File: src/rtl/imm_stage_ctrl_pkg.sv
// -----------------------------------------------------------------------------
// imm_stage_ctrl_pkg
// Shared types for the ID->EXE immediate stage controller:
//   - extop_t and the four extension opcode constants
//   - state_t, the buffering FSM state
//   - imm_entry_t, one stored result {imm32, pc, bad}
// ENTRY_PC_W is the PC width carried inside imm_entry_t; the top-level PC_W
// parameter is expected to match it.
// -----------------------------------------------------------------------------
package imm_stage_ctrl_pkg;

    localparam int ENTRY_PC_W = 32;

    typedef logic [1:0] extop_t;

    localparam extop_t EXTOP_ZERO = 2'b00;
    localparam extop_t EXTOP_SIGN = 2'b01;
    localparam extop_t EXTOP_LUI  = 2'b10;
    localparam extop_t EXTOP_BAD  = 2'b11;

    typedef enum logic [1:0] {
        ST_EMPTY = 2'b00,
        ST_HALF  = 2'b01,
        ST_FULL  = 2'b10
    } state_t;

    typedef struct packed {
        logic [31:0]           imm32;
        logic [ENTRY_PC_W-1:0] pc;
        logic                  bad;
    } imm_entry_t;

endpackage

File: src/rtl/imm_stage_ctrl_extender.sv
// -----------------------------------------------------------------------------
// imm_extender
// Purely combinational 16->32 bit immediate extension.
// Ports:
//   imm16  in  16  raw immediate field
//   extop  in  2   extension opcode (ZERO/SIGN/LUI, 2'b11 illegal)
//   imm32  out 32  extended immediate (0 for the illegal opcode)
//   bad    out 1   set when extop is the illegal opcode
// -----------------------------------------------------------------------------
module imm_extender
    import imm_stage_ctrl_pkg::*;
(
    input  logic [15:0] imm16,
    input  logic [1:0]  extop,
    output logic [31:0] imm32,
    output logic        bad
);

    always_comb begin
        imm32 = 32'h0;
        bad   = 1'b0;
        case (extop)
            EXTOP_ZERO: imm32 = {16'h0, imm16};
            EXTOP_SIGN: imm32 = {{16{imm16[15]}}, imm16};
            EXTOP_LUI:  imm32 = {imm16, 16'h0};
            default:    bad   = 1'b1;
        endcase
    end

endmodule

File: src/rtl/imm_stage_ctrl.sv
// -----------------------------------------------------------------------------
// imm_stage_ctrl
// ID->EXE immediate stage: accepts decoded immediate requests over a
// valid/ready handshake, extends them on the input side, registers the
// result and presents it to EXE over a second valid/ready handshake.
//
// Build option (macro IMM_STAGE_SKID_EN):
//   defined   - two entries (main + skid), three-state FSM, registered in_ready
//   undefined - single entry, in_ready = !out_valid | out_ready
//
// Ports:
//   clk           in   rising-edge clock
//   resetn        in   asynchronous active-low reset
//   flush         in   synchronous flush, drops all entries not yet transferred
//   in_valid      in   ID presents a request
//   in_ready      out  block can accept this cycle
//   in_imm16      in   raw immediate
//   in_extop      in   extension opcode
//   in_pc         in   PC of the instruction
//   out_valid     out  result valid towards EXE
//   out_ready     in   EXE accepts
//   out_imm32     out  extended immediate
//   out_pc        out  PC of the result
//   out_bad_extop out  result came from an illegal opcode
// -----------------------------------------------------------------------------
module imm_stage_ctrl
    import imm_stage_ctrl_pkg::*;
#(
    parameter int PC_W = 32
) (
    input  logic            clk,
    input  logic            resetn,
    input  logic            flush,
    input  logic            in_valid,
    output logic            in_ready,
    input  logic [15:0]     in_imm16,
    input  logic [1:0]      in_extop,
    input  logic [PC_W-1:0] in_pc,
    output logic            out_valid,
    input  logic            out_ready,
    output logic [31:0]     out_imm32,
    output logic [PC_W-1:0] out_pc,
    output logic            out_bad_extop
);

    state_t     state;
    state_t     state_next;
    imm_entry_t in_entry;
    imm_entry_t main_p0;
    logic       in_fire;
    logic       out_fire;
    logic       load_main;
    logic [31:0] ext_imm32;
    logic        ext_bad;

    imm_extender u_ext (
        .imm16 (in_imm16),
        .extop (in_extop),
        .imm32 (ext_imm32),
        .bad   (ext_bad)
    );

    always_comb begin
        in_entry       = '0;
        in_entry.imm32 = ext_imm32;
        in_entry.pc    = ENTRY_PC_W'(in_pc);
        in_entry.bad   = ext_bad;
    end

    assign in_fire  = in_valid & in_ready;
    assign out_fire = out_valid & out_ready;

`ifdef IMM_STAGE_SKID_EN
    imm_entry_t skid_p0;
    logic       load_skid;
    logic       shift_skid;
    logic       in_ready_q;
`endif

    // Next-state / load control. flush wins: any in_fire that cycle is
    // dropped, while an out_fire still counts as taken by EXE.
    always_comb begin
        state_next = state;
        load_main  = 1'b0;
`ifdef IMM_STAGE_SKID_EN
        load_skid  = 1'b0;
        shift_skid = 1'b0;
`endif
        if (flush) begin
            state_next = ST_EMPTY;
        end else begin
            case (state)
                ST_EMPTY: begin
                    if (in_fire) begin
                        state_next = ST_HALF;
                        load_main  = 1'b1;
                    end
                end
                ST_HALF: begin
                    if (in_fire && out_fire) begin
                        load_main = 1'b1;
                    end
`ifdef IMM_STAGE_SKID_EN
                    else if (in_fire) begin
                        state_next = ST_FULL;
                        load_skid  = 1'b1;
                    end
`endif
                    else if (out_fire) begin
                        state_next = ST_EMPTY;
                    end
                end
`ifdef IMM_STAGE_SKID_EN
                ST_FULL: begin
                    // in_ready is low in FULL, so only a drain can happen.
                    if (out_fire) begin
                        state_next = ST_HALF;
                        shift_skid = 1'b1;
                    end
                end
`endif
                default: state_next = ST_EMPTY;
            endcase
        end
    end

    always_ff @(posedge clk or negedge resetn) begin
        if (!resetn) begin
            state <= ST_EMPTY;
        end else begin
            state <= state_next;
        end
    end

    // Stage p0: main entry (always presented) and, with skid, the second entry.
`ifdef IMM_STAGE_SKID_EN
    always_ff @(posedge clk or negedge resetn) begin
        if (!resetn) begin
            main_p0    <= '0;
            skid_p0    <= '0;
            in_ready_q <= 1'b1;
        end else begin
            if (load_main) begin
                main_p0 <= in_entry;
            end else if (shift_skid) begin
                main_p0 <= skid_p0;
            end
            if (load_skid) begin
                skid_p0 <= in_entry;
            end
            in_ready_q <= (state_next != ST_FULL);
        end
    end

    assign in_ready = in_ready_q;
`else
    always_ff @(posedge clk or negedge resetn) begin
        if (!resetn) begin
            main_p0 <= '0;
        end else if (load_main) begin
            main_p0 <= in_entry;
        end
    end

    // Single entry: a slot frees up in the same cycle EXE takes the result.
    assign in_ready = !out_valid | out_ready;
`endif

    assign out_valid     = (state != ST_EMPTY);
    assign out_imm32     = main_p0.imm32;
    assign out_pc        = PC_W'(main_p0.pc);
    assign out_bad_extop = main_p0.bad;

endmodule

File: config.mk
export PLATFORM = sky130hd
export DESIGN_NAME = imm_stage_ctrl
export DESIGN_NICKNAME = d
export VERILOG_FILES = /design/src/rtl/imm_stage_ctrl_pkg.sv /design/src/rtl/imm_stage_ctrl_extender.sv /design/src/rtl/imm_stage_ctrl.sv
export SDC_FILE = /design/constraint.sdc
export NUM_CORES = 1
export LEC_CHECK = 0
export CELL_PAD_IN_SITES_DETAIL_PLACEMENT = 1
export CELL_PAD_IN_SITES_GLOBAL_PLACEMENT = 2
export CORE_MARGIN = 2
export CORE_UTILIZATION = 25
export DETAILED_ROUTE_END_ITERATION = 7
export DONT_BUFFER_PORTS = 1
export GPL_TIMING_DRIVEN = 0
export PLACE_DENSITY = 0.64
export SETUP_SLACK_MARGIN = 0.4
export SLEW_MARGIN = 20
export SYNTH_ARGS = -nofsm -noshare
export SYNTH_HDL_FRONTEND = slang
export SYNTH_SLANG_ARGS = --single-unit
File: constraint.sdc
create_clock -name clk -period 1.8 [get_ports clk]
set_input_delay 0.18 -clock clk [delete_from_list [all_inputs] [get_ports clk]]
set_output_delay 0.18 -clock clk [all_outputs]
set_load 0.05 [all_outputs]
Yosys cells after proc, flatten, opt, wreduce, memory -nomap -nowiden
Cells that the tools add are included.
{"block": "word_totals", "ramBits": 0, "out_inout_bits": 67, "n_memories": 0, "rom_bits": 0, "register_bits": 67, "latch_bits": 0}
{"block": "op_classes", "bitwise_logic": 3, "n_eq_ne": 6, "n_mul": 0, "add_sub_neg": 0, "div_mod_pow": 0, "muxes": 11, "n_reduce_logical": 7, "shift": 0, "order_cmp": 0}
{"operator": "$pmux 32 s3", "count": 1}
{"operator": "$ne 3x3->1 const B", "count": 3}
{"operator": "$mux 2", "count": 4}
{"operator": "$eq 2x1->1 const B", "count": 2}
{"operator": "$logic_not 2->1", "count": 2}
{"operator": "$mux 1", "count": 4}
{"operator": "$pmux 2 s2", "count": 1}
{"operator": "$reduce_and 3->1", "count": 1}
{"operator": "$reduce_or 3->1", "count": 1}
{"operator": "$and 1x1->1", "count": 2}
{"operator": "$eq 2x2->1 const B", "count": 1}
{"operator": "$pmux 1 s2", "count": 1}
{"operator": "$reduce_bool 2->1", "count": 1}
{"operator": "$logic_and 1x1->1", "count": 1}
{"operator": "$logic_not 1->1", "count": 1}
{"operator": "$or 1x1->1", "count": 1}

Longest topological paths before layout
Gate-level depths: netlist (run 1).
{"block": "depth", "ltp_word": 8, "depth_mapped": 6}

Hierarchy
A second synthesis (run 1) with hierarchy kept.
{"block": "hier_totals", "hier_cells": 185, "hier_area_um2": 3036.7}
{"module": "imm_stage_ctrl", "seq_area_each_um2": 1651.6, "cells_per_inst": 143, "n_inst": 1, "area_per_inst_um2": 2725.1}
{"module": "imm_extender", "seq_area_each_um2": 0.0, "cells_per_inst": 42, "n_inst": 1, "area_per_inst_um2": 311.5}

Worst setup path after synthesis (run 1)
No wires, ideal clock.
{"block": "synth_timing", "path_type": "reg-to-reg", "from": "register state[0]", "to": "register main_p0, in the netlist out_imm32[0]", "slack_ns": 0.095, "arrival_ns": 1.577, "setup_time_ns": 0.128, "required_ns": 1.672, "stages_incl_launch_ff": 6, "path_buffers": 2, "cell_sequence": "dfrtp_1 > nor2b_4 > nor3b_2 > buf_6 > buf_6 > mux2_1"}
{"block": "synth_via", "elab_chain_cells": 8, "elab_cells_between_ends": 12, "cone_classes": "eq/ne: 1; mux: 4; bitwise: 3; reduce/logical: 4"}
{"element": "start: declaration", "line_no": "imm_stage_ctrl.sv:46", "source": "state_t state;"}
{"element": "start signal: assignment", "line_no": "imm_stage_ctrl.sv:131", "source": "state <= state_next;"}
{"element": "$reduce_bool 2->1", "line_no": "imm_stage_ctrl.sv:169", "source": "assign out_valid = (state != ST_EMPTY);"}
{"element": "$logic_not 1->1", "line_no": "imm_stage_ctrl.sv:166", "source": "assign in_ready = !out_valid | out_ready;"}
{"element": "$or 1x1->1", "line_no": "imm_stage_ctrl.sv:166"}
{"element": "$and 1x1->1", "line_no": "imm_stage_ctrl.sv:70", "source": "assign in_fire = in_valid & in_ready;"}
{"element": "$logic_and 1x1->1", "line_no": "imm_stage_ctrl.sv:100", "source": "if (in_fire && out_fire) begin"}
{"element": "$mux 1", "line_no": "imm_stage_ctrl.sv:100"}
{"element": "$pmux 1 s2 (*)", "line_no": "imm_stage_ctrl.sv:92", "source": "case (state)"}
{"element": "$mux 1 (*)", "line_no": "imm_stage_ctrl.sv:89", "source": "if (flush) begin"}
{"element": "end signal: assignment", "line_no": "imm_stage_ctrl.sv:161", "source": "main_p0 <= in_entry;"}
{"element": "end: declaration", "line_no": "imm_stage_ctrl.sv:49", "source": "imm_entry_t main_p0;"}
Mark *: on every way between the ends. The rest lies on a longest branch, timed or not.
A chain may end at the register's enable or synchronous reset.

Final worst setup path (run 1)
{"block": "layout_timing", "from": "register state[0]", "to": "register main_p0, in the netlist out_pc[11]"}
Same word-level chain as after synthesis.

==> results by group, run 1 <==
Placement
  – Dpl cells: 342
  – I/O Buffers: 0
  – Setup WS pre-CTS: 42.6 ps
  – Post-DP HPWL: 4490 um
  – Global placement routability congestion: 0.626

Status
  – Failing checks: hold timing
  – Outcome: finished with violations

Floorplanning
  – DIE WIDTH: 110 um
  – Die Y: 110 um
  – Row cnt: 38
  – CORE AREA: 10,900 um^2
  – Initial Util: 0.257
  – Top-Level Pins: 122
  – Die area: 12,100 um^2

Clock tree
  – Hold_buf cts: 36
  – Reg clk slew, reported paths: 80 ps
  – CTS tree: built
  – H-tree Lvls: 3
  – Root Driver: clkbuf_8
  – TritonCTS Sinks: 66
  – Clk Latency, worst-skew pair: 340 ps
  – Clk buf depth: 2
  – CTS buffer count: 9

Synth
  – Syn_nets: 257
  – Distinct cells, synth: 20
  – Yosys warnings: 0
  – Ranking of synthesized cells by area: dfrtp_1, mux2_1, mux2i_1
  – Seq/Total Area, Yosys: 0.590
  – Syn Area/Cell: 13.8 um^2
  – Synth Register Bits: 66
  – Synth area leader: dfrtp_1
  – Share of the synthesized area in the top cell type: 0.590
  – Synth Cell Area: 2800 um^2
  – Cells after Synth: 202

STA
  – Final setup vio count: 0
  – Skew final: 10.4 ps
  – Hold slack: -478 ps
  – Final Slew Violations: 0
  – Worst slew pin tran: 521 ps
  – Hold Vio Cnt, Final: 66
  – RSZ-0062 raised after global routing: true
  – Final setup margin: 67.7 ps
  – Final worst-path cycle share: 0.962
  – Fin crit period: 1730 ps
  – Worst slew margin: 0.652
  – Fmax: 577 MHz

Critical path
  – Crit-path cells: nor2b_4 -> nor3b_4 -> buf_6 -> buf_6 -> mux2_1
  – Critical path buffers and inverters: 2
  – Crit start category: flip-flop
  – Crit path largest cell delay: 520 ps
  – Top delay family on crit path: flip-flops
  – Critical Path RT: 2030 ps
  – Crit-path most repeated cell: buf_6
  – Worst Setup End Kind: flip-flop
  – CP max FO: 10
  – Data arrival, critical path: 1960 ps
  – Kind of critical path: reg2reg
  – Critical-path top delay cell: dfrtp_2

Power
  – Cell leakage power: 1.65 nW
  – Tot Pwr: 4.61 mW
  – Power per standard cell area: 1230 nW/um^2
  – Max IR drop VDD: 0.365 mV

GRT
  – Total track usage: 0.126
  – First-pass GRT wire length: 11,000 um
  – Largest net degree at the start of global routing: 67
  – Grt ovf: 0
  – Initial antenna violation count: 0
  – Vias in the first global route: 2,021

Finish
  – Most common cell after layout, fill and taps aside: dfrtp_1
  – Util after Layout: 0.344
  – Share of cells above drive strength 1: 0.236
  – Area Growth Syn to Fin: 33.8%
  – Most frequent cells in the layout: dfrtp_1, dlygate4sd3_1, mux2_1
  – Non-Filler Instances: 403
  – Fill cell count: 1,145
  – N_diodes: 0
  – Layout net count: 314

Drt
  – Drt total wl: 7450 um
  – DR iter-0 viols: 41
  – Routed len/inst: 18.5 um
  – DRC: 0
  – Pre-antenna DRT Iters: 4
  – Via Count: 1,737
  – Vias per cell: 4.31
  – ANT nets after route: 0

Job
  – Max Cap Viol: 0

Min path
  – Worst min-delay path category: in2async
## through the flow
step / TNS (ps) / hold slack, ps / cell area (um^2)
2_1_floorplan: 0 / -116 / 2800
3_3_place_gp: 0 / -114 / 2980
3_5_place_dp: 0 / -114 / 2980
4_1_cts: 0 / -507 / 3700
5_1_grt: -10.4 / -515 / 3740
6_report: 0 / -478 / 3740
## per-layer routing
metal	GRT usage	share of wire	vias up
li1	-	-	786
met1	0.143	0.40	868
met2	0.209	0.50	73
met3	0.0492	0.081	10
met4	0.0606	0.019	0
met5	0	0	-
## synth_stat cells
cell	number
nor2b_1	14
mux2_4	4
buf_4	2
and2b_1	4
nor3b_2	1
nor2_1	2
and3b_1	1
mux2_2	15
nand2_1	1
buf_8	1
dfrtp_1	66
clkbuf_1	2
mux2_1	29
buf_6	5
mux2i_1	17
a21oi_1	15
o21ai_0	1
inv_1	18
nor2b_4	1
buf_2	3
## state kept, by name (all words and copies together), names as in the netlist
signal,count
out_imm32,32
out_bad_extop,1
state,1
out_pc,32
## power by group
group / internal, mW / leakage, nW / total, mW / switching, mW
clock: 0.776 / 0.102 / 1.38 / 0.602
combinational: 0.312 / 0.740 / 0.491 / 0.178
sequential: 1.70 / 0.813 / 2.74 / 1.04
total: 2.79 / 1.65 / 4.61 / 1.82
## cells by family after synthesis
| family | after synthesis | share of synthesized area |
|---|---|---|
| DFF | 66 | 0.590 |
| buffers and inverters | 31 | 0.0631 |
| and+or+nand+nor | 24 | 0.0586 |
| AOI/OAI and AO/OA | 16 | 0.0286 |
| muxes | 65 | 0.259 |
## cell type report
cell class                 instances  area (um^2)  area share
timing repair buffer              46          479       0.128
clock buffer                       9          124      0.0331
multi-input combinational        105         1020       0.272
tap                              140          175      0.0468
clock inverter                     6         92.6      0.0247
inverter                          18         71.3      0.0191
sequential                        66         1650       0.442
buffer                            13          131      0.0351
## worst paths after layout
check,cells past startpoint,slack [ps],endpoint,startpoint
hold reg to reg,2,780,out_imm32[18]$_DFFE_PN0P_,out_imm32[18]$_DFFE_PN0P_
min in group clk,2,40,out_imm32[21]$_DFFE_PN0P_,in_imm16[5]
max in group asynchronous,0,2160,out_imm32[6]$_DFFE_PN0P_,resetn
setup reg to reg,5,70,out_pc[11]$_DFFE_PN0P_,state[0]$_DFFE_PN0P_
hold / removal,0,-480,out_pc[10]$_DFFE_PN0P_,resetn
setup / recovery,5,70,out_pc[11]$_DFFE_PN0P_,state[0]$_DFFE_PN0P_
## what timing repair did
item	4_1_cts	5_1_grt
gates resized for setup	16	7
setup endpoints to repair	66	66
gates cloned	2	0
setup buffers	6	2
hold endpoints to repair	101	66
## worst reg2reg max path, cell delays in order, from the launching register on
cell and delay (ps):
dfrtp_2 520, nor2b_4 180, nor3b_4 200, buf_6 190, buf_6 170, mux2_1 350
No activity file was read; power rests on OpenSTA's default activity.
==> run 2: changes to the inputs <==
Settings changed: CORE_UTILIZATION 25 to 30, PLACE_DENSITY 0.64 to 0.72.
==> run 2 against run 1 <==
The flow still finishes with violations (hold timing). Fmax is 0.23% higher. Critical path depth stayed put. Wire length is 5.0% lower. Sequential share of layout area is 1.2 points higher. First-iteration DRC count is 29% lower. Register-to-register slack hardly changed. Critical path type unchanged. Largest cell class unchanged.
==> results by group, run 2 (same netlist as run 1, synthesis figures left out) <==
Finish
  – Multi-input gate area: 1010 um^2 (was 1020 um^2)
  – Reg area: 1650 um^2 (unchanged)
  – Area Growth Syn to Fin: 30.4% (was 33.8%)
  – N_diodes: 0 (unchanged)
  – Share of cells above drive strength 1: 0.227 (was 0.236)
  – Most frequent cells in the layout: dfrtp_1, dlygate4sd3_1, mux2_1 (unchanged)
  – Most common cell after layout, fill and taps aside: dfrtp_1 (unchanged)
  – Layout net count: 310 (was 314)
  – Fill cell count: 955 (was 1,145)

STA
  – Skew final: 9.03 ps (was 10.4 ps)
  – RSZ-0062 raised after global routing: true (unchanged)
  – Final worst-path cycle share: 0.960 (was 0.962)
  – Final Slew Violations: 0 (unchanged)
  – Total Neg Setup Slack: 0 ps (unchanged)
  – Hold Vio Cnt, Final: 66 (unchanged)
  – Hold slack: -469 ps (was -478 ps)
  – Worst slew margin: 0.657 (was 0.652)
  – Fin crit period: 1730 ps (about the same)
  – Final setup vio count: 0 (unchanged)
  – Worst slew pin tran: 515 ps (was 521 ps)
  – Fmax: 579 MHz (was 577 MHz)

GRT
  – Initial antenna violation count: 0 (unchanged)
  – Total track usage: 0.144 (was 0.126)
  – First-pass GRT wire length: 10,900 um (was 11,000 um)
  – Grt ovf: 0 (unchanged)
  – Vias in the first global route: 2,025 (was 2,021)
  – Largest net degree at the start of global routing: 67 (unchanged)

Clock tree
  – TritonCTS Sinks: 66 (unchanged)
  – Hold_buf cts: 35 (was 36)
  – H-tree Lvls: 3 (unchanged)
  – Reg clk slew, reported paths: 80 ps (about the same)
  – Clk Latency, worst-skew pair: 330 ps (was 340 ps)
  – CTS tree: built (unchanged)
  – CTS buffer count: 9 (unchanged)
  – Root Driver: clkbuf_8 (unchanged)
  – Clk buf depth: 2 (unchanged)

Floorplanning
  – Die area: 10,100 um^2 (was 12,100 um^2)
  – CORE AREA: 9150 um^2 (was 10,900 um^2)
  – Row cnt: 35 (was 38)
  – Die Y: 101 um (was 110 um)
  – DIE WIDTH: 101 um (was 110 um)
  – Initial Util: 0.306 (was 0.257)
  – Top-Level Pins: 122 (unchanged)

Power
  – Max IR drop VDD: 0.665 mV (was 0.365 mV)
  – Power per standard cell area: 1230 nW/um^2 (about the same)
  – Cell leakage power: 1.63 nW (was 1.65 nW)

Critical path
  – Worst Setup End Kind: flip-flop (unchanged)
  – CP endpoint: out_pc[16]$_DFFE_PN0P_ (was out_pc[11]$_DFFE_PN0P_)
  – RR Endpoint: out_pc[16]$_DFFE_PN0P_ (was out_pc[11]$_DFFE_PN0P_)
  – CP startpoint: state[0]$_DFFE_PN0P_ (unchanged)
  – Crit Reg-Reg Startpoint: state[0]$_DFFE_PN0P_ (unchanged)
  – CP max FO: 10 (unchanged)
  – Worst R2R Path Depth: 5 (unchanged)
  – Critical Path RT: 2010 ps (was 2030 ps)
  – Data arrival, critical path: 1940 ps (was 1960 ps)
  – Crit start category: flip-flop (unchanged)
  – Worst R2R Setup Slack: 70 ps (about the same)
  – Kind of critical path: reg2reg (unchanged)

Drt
  – Vias per cell: 4.73 (was 4.31)
  – DRC: 0 (unchanged)
  – ANT nets after route: 0 (unchanged)
  – Pre-antenna DRT Iters: 4 (unchanged)
  – Routed len/inst: 19.1 um (was 18.5 um)
  – Drt total wl: 7080 um (was 7450 um)
  – Via Count: 1,754 (was 1,737)
  – DR iter-0 viols: 29 (was 41)

Job
  – Max Cap Viol: 0 (unchanged)

Status
  – Outcome: finished with violations (unchanged)
  – Failing checks: hold timing (unchanged)

Placement
  – Post-DP HPWL: 4380 um (was 4490 um)
  – I/O Buffers: 0 (unchanged)
  – Global placement routability congestion: 0.647 (was 0.626)

Min path
  – Worst min-delay path category: in2async (unchanged)
==> run 2: cell types whose count changed in the layout (fill, tap and decap cells not counted), sizes merged <==
cell         change
clkinvlp         -2
bufinv           -1
inv              +3
clkbuf           +1
dlygate4sd3      -1
clkinv           +1
buf              -4
==> run 2: timing repair <==
item,CTS,global route
endpoints found under the hold margin,101,67
endpoints found under the setup margin,66,66
resized for setup,19,0
cloned,1,1
setup buffers,5,0
==> run 2: report_power, final <==
part | switching (mW) | leakage (nW) | internal, mW
logic | 0.172 | 0.714 | 0.302
clock network | 0.619 | 0.100 | 0.652
registers | 1.03 | 0.813 | 1.70
==> run 2: final cells by class <==
class	instances	share of cell area
Clock inverter	7	0.0213
Inverter	18	0.0185
Multi-Input combinational cell	105	0.276
Tap cell	111	0.0381
Timing Repair Buffer	42	0.120
Buffer	13	0.0398
Sequential cell	66	0.453
Clock buffer	9	0.0340
==> run 2: worst max-delay path, cell delays in order, from the launching register on <==
cell and delay, ps:
dfrtp_2 520, nor2b_4 190, nor3b_4 200, buf_6 200, buf_8 150, mux2_1 330
==> run 2: how the worst min path moves through the flow <==
stage | startpoint | end | slack (ps) | depth (start not counted)
final | resetn | out_pc[23]$_DFFE_PN0P_ | -470 | 0
after global routing | resetn | out_pc[20]$_DFFE_PN0P_ | -500 | 0
after CTS | resetn | out_pc[28]$_DFFE_PN0P_ | -500 | 0
after detailed placement | resetn | out_pc[20]$_DFFE_PN0P_ | -110 | 0
after global placement | resetn | out_pc[20]$_DFFE_PN0P_ | -110 | 0
after floorplan | resetn | out_bad_extop$_DFFE_PN0P_ | -120 | 0
==> run 2: per-stage QoR <==
stage	setup slack (ps)	instances	power, mW	utilization	area (um^2)
2_1_floorplan	194	202	3.01	-	2800
3_3_place_gp	67.6	313	3.11	0.321	2940
3_5_place_dp	45.7	313	3.13	0.321	2940
4_1_cts	68.9	370	4.55	0.396	3620
5_1_grt	17.2	371	4.68	0.399	3650
6_report	71.7	371	4.48	0.399	3650
==> run 2: routing by layer <==
metal | vias to the layer above | wire length, um | GRT usage
met5 | - | 0 | 0
met1 | 904 | 2790 | 0.167
met4 | 0 | 108 | 0.0622
met3 | 11 | 495 | 0.0492
li1 | 770 | - | -
met2 | 69 | 3680 | 0.241
==> run 3: changes to the inputs <==
--- a/config.mk
+++ b/config.mk
@@ -7,4 +7,2 @@
 export LEC_CHECK = 0
-export CELL_PAD_IN_SITES_DETAIL_PLACEMENT = 1
-export CELL_PAD_IN_SITES_GLOBAL_PLACEMENT = 2
 export CORE_MARGIN = 2
@@ -14,3 +12,3 @@
 export GPL_TIMING_DRIVEN = 0
-export PLACE_DENSITY = 0.72
+export PLACE_DENSITY = 0.54
 export SETUP_SLACK_MARGIN = 0.4
==> constraint.sdc (replaced) <==
create_clock -name clk -period 1.8 [get_ports clk]
set_input_delay 0.36 -clock clk [delete_from_list [all_inputs] [get_ports clk]]
set_output_delay 0.36 -clock clk [all_outputs]
set_load 0.05 [all_outputs]
==> run 3 against run 2 <==
Core utilization shrank 3.5 points. Critical path depth fell by 3. Setup slack worse by 1.4 ps. Via count fell by 11%. The run still ends with hold timing left.
==> results by group, run 3 (same netlist as run 1, synthesis figures left out) <==
Status
  – Outcome: finished with violations (unchanged)
  – Failing checks: hold timing (unchanged)

Power
  – Seq pwr share: 0.620 (was 0.611)
  – Clock power frac: 0.282 (was 0.284)
  – Switch Pwr: 1.76 mW (was 1.82 mW)
  – Power per standard cell area: 1330 nW/um^2 (was 1230 nW/um^2)
  – Int Pwr: 2.65 mW (was 2.66 mW)
  – Sw frac: 0.400 (was 0.407)
  – Comb pwr share: 0.099 (was 0.106)
  – Max IR drop VDD: 0.406 mV (was 0.665 mV)
  – Cell leakage power: 1.50 nW (was 1.63 nW)

Drt
  – Via Count: 1,561 (was 1,754)
  – Vias per cell: 4.66 (was 4.73)
  – DRC: 0 (unchanged)
  – Routed len/inst: 18.7 um (was 19.1 um)
  – DR iter-0 viols: 22 (was 29)
  – Drt total wl: 6250 um (was 7080 um)
  – Pre-antenna DRT Iters: 4 (unchanged)
  – ANT nets after route: 0 (unchanged)

Critical path
  – Kind of critical path: reg2out (was reg2reg)
  – Crit Reg-Reg Startpoint: state[0]$_DFFE_PN0P_ (unchanged)
  – Worst R2R Setup Slack: 80 ps (was 70 ps)
  – Worst Setup End Kind: output pin (was flip-flop)
  – Crit path largest cell delay: 530 ps (was 520 ps)
  – Critical-path top delay cell: dfrtp_2 (unchanged)
  – Crit-path cells: nor2b_4 -> inv_1 (was nor2b_4 -> nor3b_4 -> buf_6 -> buf_8 -> mux2_1)
  – CP endpoint: in_ready (was out_pc[16]$_DFFE_PN0P_)
  – CP max FO: 3 (was 10)
  – Data arrival, critical path: 1370 ps (was 1940 ps)
  – Critical Path RT: 1440 ps (was 2010 ps)
  – CP startpoint: state[0]$_DFFE_PN0P_ (unchanged)
  – RR Endpoint: out_pc[19]$_DFFE_PN0P_ (was out_pc[16]$_DFFE_PN0P_)
  – Worst R2R Path Depth: 5 (unchanged)
  – Crit start category: flip-flop (unchanged)

Clock tree
  – TritonCTS Sinks: 66 (unchanged)
  – Clk Latency, worst-skew pair: 340 ps (was 330 ps)
  – Root Driver: clkbuf_8 (unchanged)
  – Reg clk slew, reported paths: 80 ps (about the same)
  – CTS buffer count: 9 (unchanged)
  – Clk buf depth: 2 (unchanged)
  – H-tree Lvls: 3 (unchanged)
  – CTS tree: built (unchanged)

GRT
  – First-pass GRT wire length: 9090 um (was 10,900 um)
  – Initial antenna violation count: 0 (unchanged)
  – Total track usage: 0.121 (was 0.144)
  – Vias in the first global route: 1,588 (was 2,025)
  – Largest net degree at the start of global routing: 67 (unchanged)
  – Grt ovf: 0 (unchanged)

Floorplanning
  – CORE AREA: 9150 um^2 (unchanged)
  – Die Y: 101 um (unchanged)
  – DIE WIDTH: 101 um (unchanged)
  – Initial Util: 0.306 (unchanged)
  – Row cnt: 35 (unchanged)
  – Top-Level Pins: 122 (unchanged)
  – Die area: 10,100 um^2 (unchanged)

Placement
  – Global placement routability congestion: 0.655 (was 0.647)
  – I/O Buffers: 0 (unchanged)
  – Dpl cells: 313 (unchanged)
  – Post-DP HPWL: 4160 um (was 4380 um)

Finish
  – Layout net count: 275 (was 310)
  – Most common cell after layout, fill and taps aside: dfrtp_1 (unchanged)
  – Most frequent cells in the layout: dfrtp_1, mux2_4, inv_1 (was dfrtp_1, dlygate4sd3_1, mux2_1)
  – Fill cell count: 876 (was 955)
  – Non-Filler Instances: 335 (was 371)
  – Share of cells above drive strength 1: 0.304 (was 0.227)
  – Area Growth Syn to Fin: 19.0% (was 30.4%)
  – N_diodes: 0 (unchanged)

Min path
  – Worst min-delay path category: in2async (unchanged)

STA
  – Final worst-path cycle share: 0.961 (was 0.960)
  – Skew final: 13.8 ps (was 9.03 ps)
  – Total Neg Setup Slack: 0 ps (unchanged)
  – RSZ-0062 raised after global routing: true (unchanged)
  – Fmax: 578 MHz (was 579 MHz)
  – Final setup vio count: 0 (unchanged)
  – Hold slack: -297 ps (was -469 ps)
  – Worst slew margin: 0.659 (was 0.657)
  – Worst slew pin tran: 511 ps (was 515 ps)
  – Hold Vio Cnt, Final: 66 (unchanged)
  – Final Slew Violations: 0 (unchanged)
  – Fin crit period: 1730 ps (about the same)

Job
  – Max Cap Viol: 0 (unchanged)
## run 3: cell count changes in the layout (fill, tap and decap cells not counted), sizes merged
cell         change
dlygate4sd3     -35
inv              -2
clkbuf           +1
clkinv           -1
clkinvlp         +1
## run 3: power by group through the flow
stage / Combinational [mW] / Sequential [mW] / Clock, mW
floorplan: 0.304 / 2.71 / 0
global placement: 0.340 / 2.77 / 0
detailed placement: 0.357 / 2.77 / 0
CTS: 0.384 / 2.74 / 1.30
global route: 0.478 / 2.76 / 1.37
finish: 0.436 / 2.73 / 1.24
## run 3: critical path: cells and delay by family (launching register included)
| family | cells | cell delay [ps] |
|---|---|---|
| AND/OR/NAND/NOR | 1 | 190 |
| flip-flops | 1 | 530 |
| buffers and inverters | 1 | 320 |
## run 3: repair_timing
action | 4_1_cts | 5_1_grt
cloned | 1 | 1
endpoints found under the setup margin | 66 | 66
buffers inserted | 4 | 1
pin swaps | 0 | 0
gates resized for setup | 10 | 19
hold endpoints to repair | 66 | 66
## run 3: worst min-delay path by stage
stage	startpoint	to	slack [ps]	depth (start not counted)
floorplan	resetn	out_bad_extop$_DFFE_PN0P_	60	0
global placement	resetn	out_imm32[1]$_DFFE_PN0P_	70	0
detailed placement	resetn	out_imm32[1]$_DFFE_PN0P_	70	0
CTS	resetn	out_imm32[1]$_DFFE_PN0P_	-320	0
global route	resetn	out_imm32[1]$_DFFE_PN0P_	-320	0
finish	resetn	out_imm32[1]$_DFFE_PN0P_	-300	0
## run 3: routing by layer
| layer | part of all wire | global-route usage | vias up |
|---|---|---|---|
| li1 | - | - | 707 |
| met1 | 0.46 | 0.161 | 792 |
| met2 | 0.47 | 0.180 | 54 |
| met3 | 0.062 | 0.0458 | 8 |
| met4 | 0.017 | 0.0474 | 0 |
| met5 | 0 | 0 | - |
## run 3: through the flow
stage                     power, mW  setup WS [ps]  cell area, um^2  utilization
after global placement         3.11           60.0             2940        0.321
final                          4.41           70.2             3330        0.364
after CTS                      4.43           41.6             3210        0.351
after detailed placement       3.13           26.2             2940        0.321
after floorplan                3.01            194             2800            -
after global routing           4.61           7.58             3330        0.364
## run 3: area by class of cell
cell class | count | area, um^2 | share of cell area
Clock inverter | 5 | 55.1 | 0.0165
Inverter | 18 | 67.6 | 0.0203
Clock buffer | 10 | 138 | 0.0414
Buffer | 13 | 139 | 0.0417
Tap cell | 111 | 139 | 0.0417
Timing Repair Buffer | 7 | 93.8 | 0.0282
Sequential cell | 66 | 1650 | 0.497
Multi-Input combinational cell | 105 | 1040 | 0.314
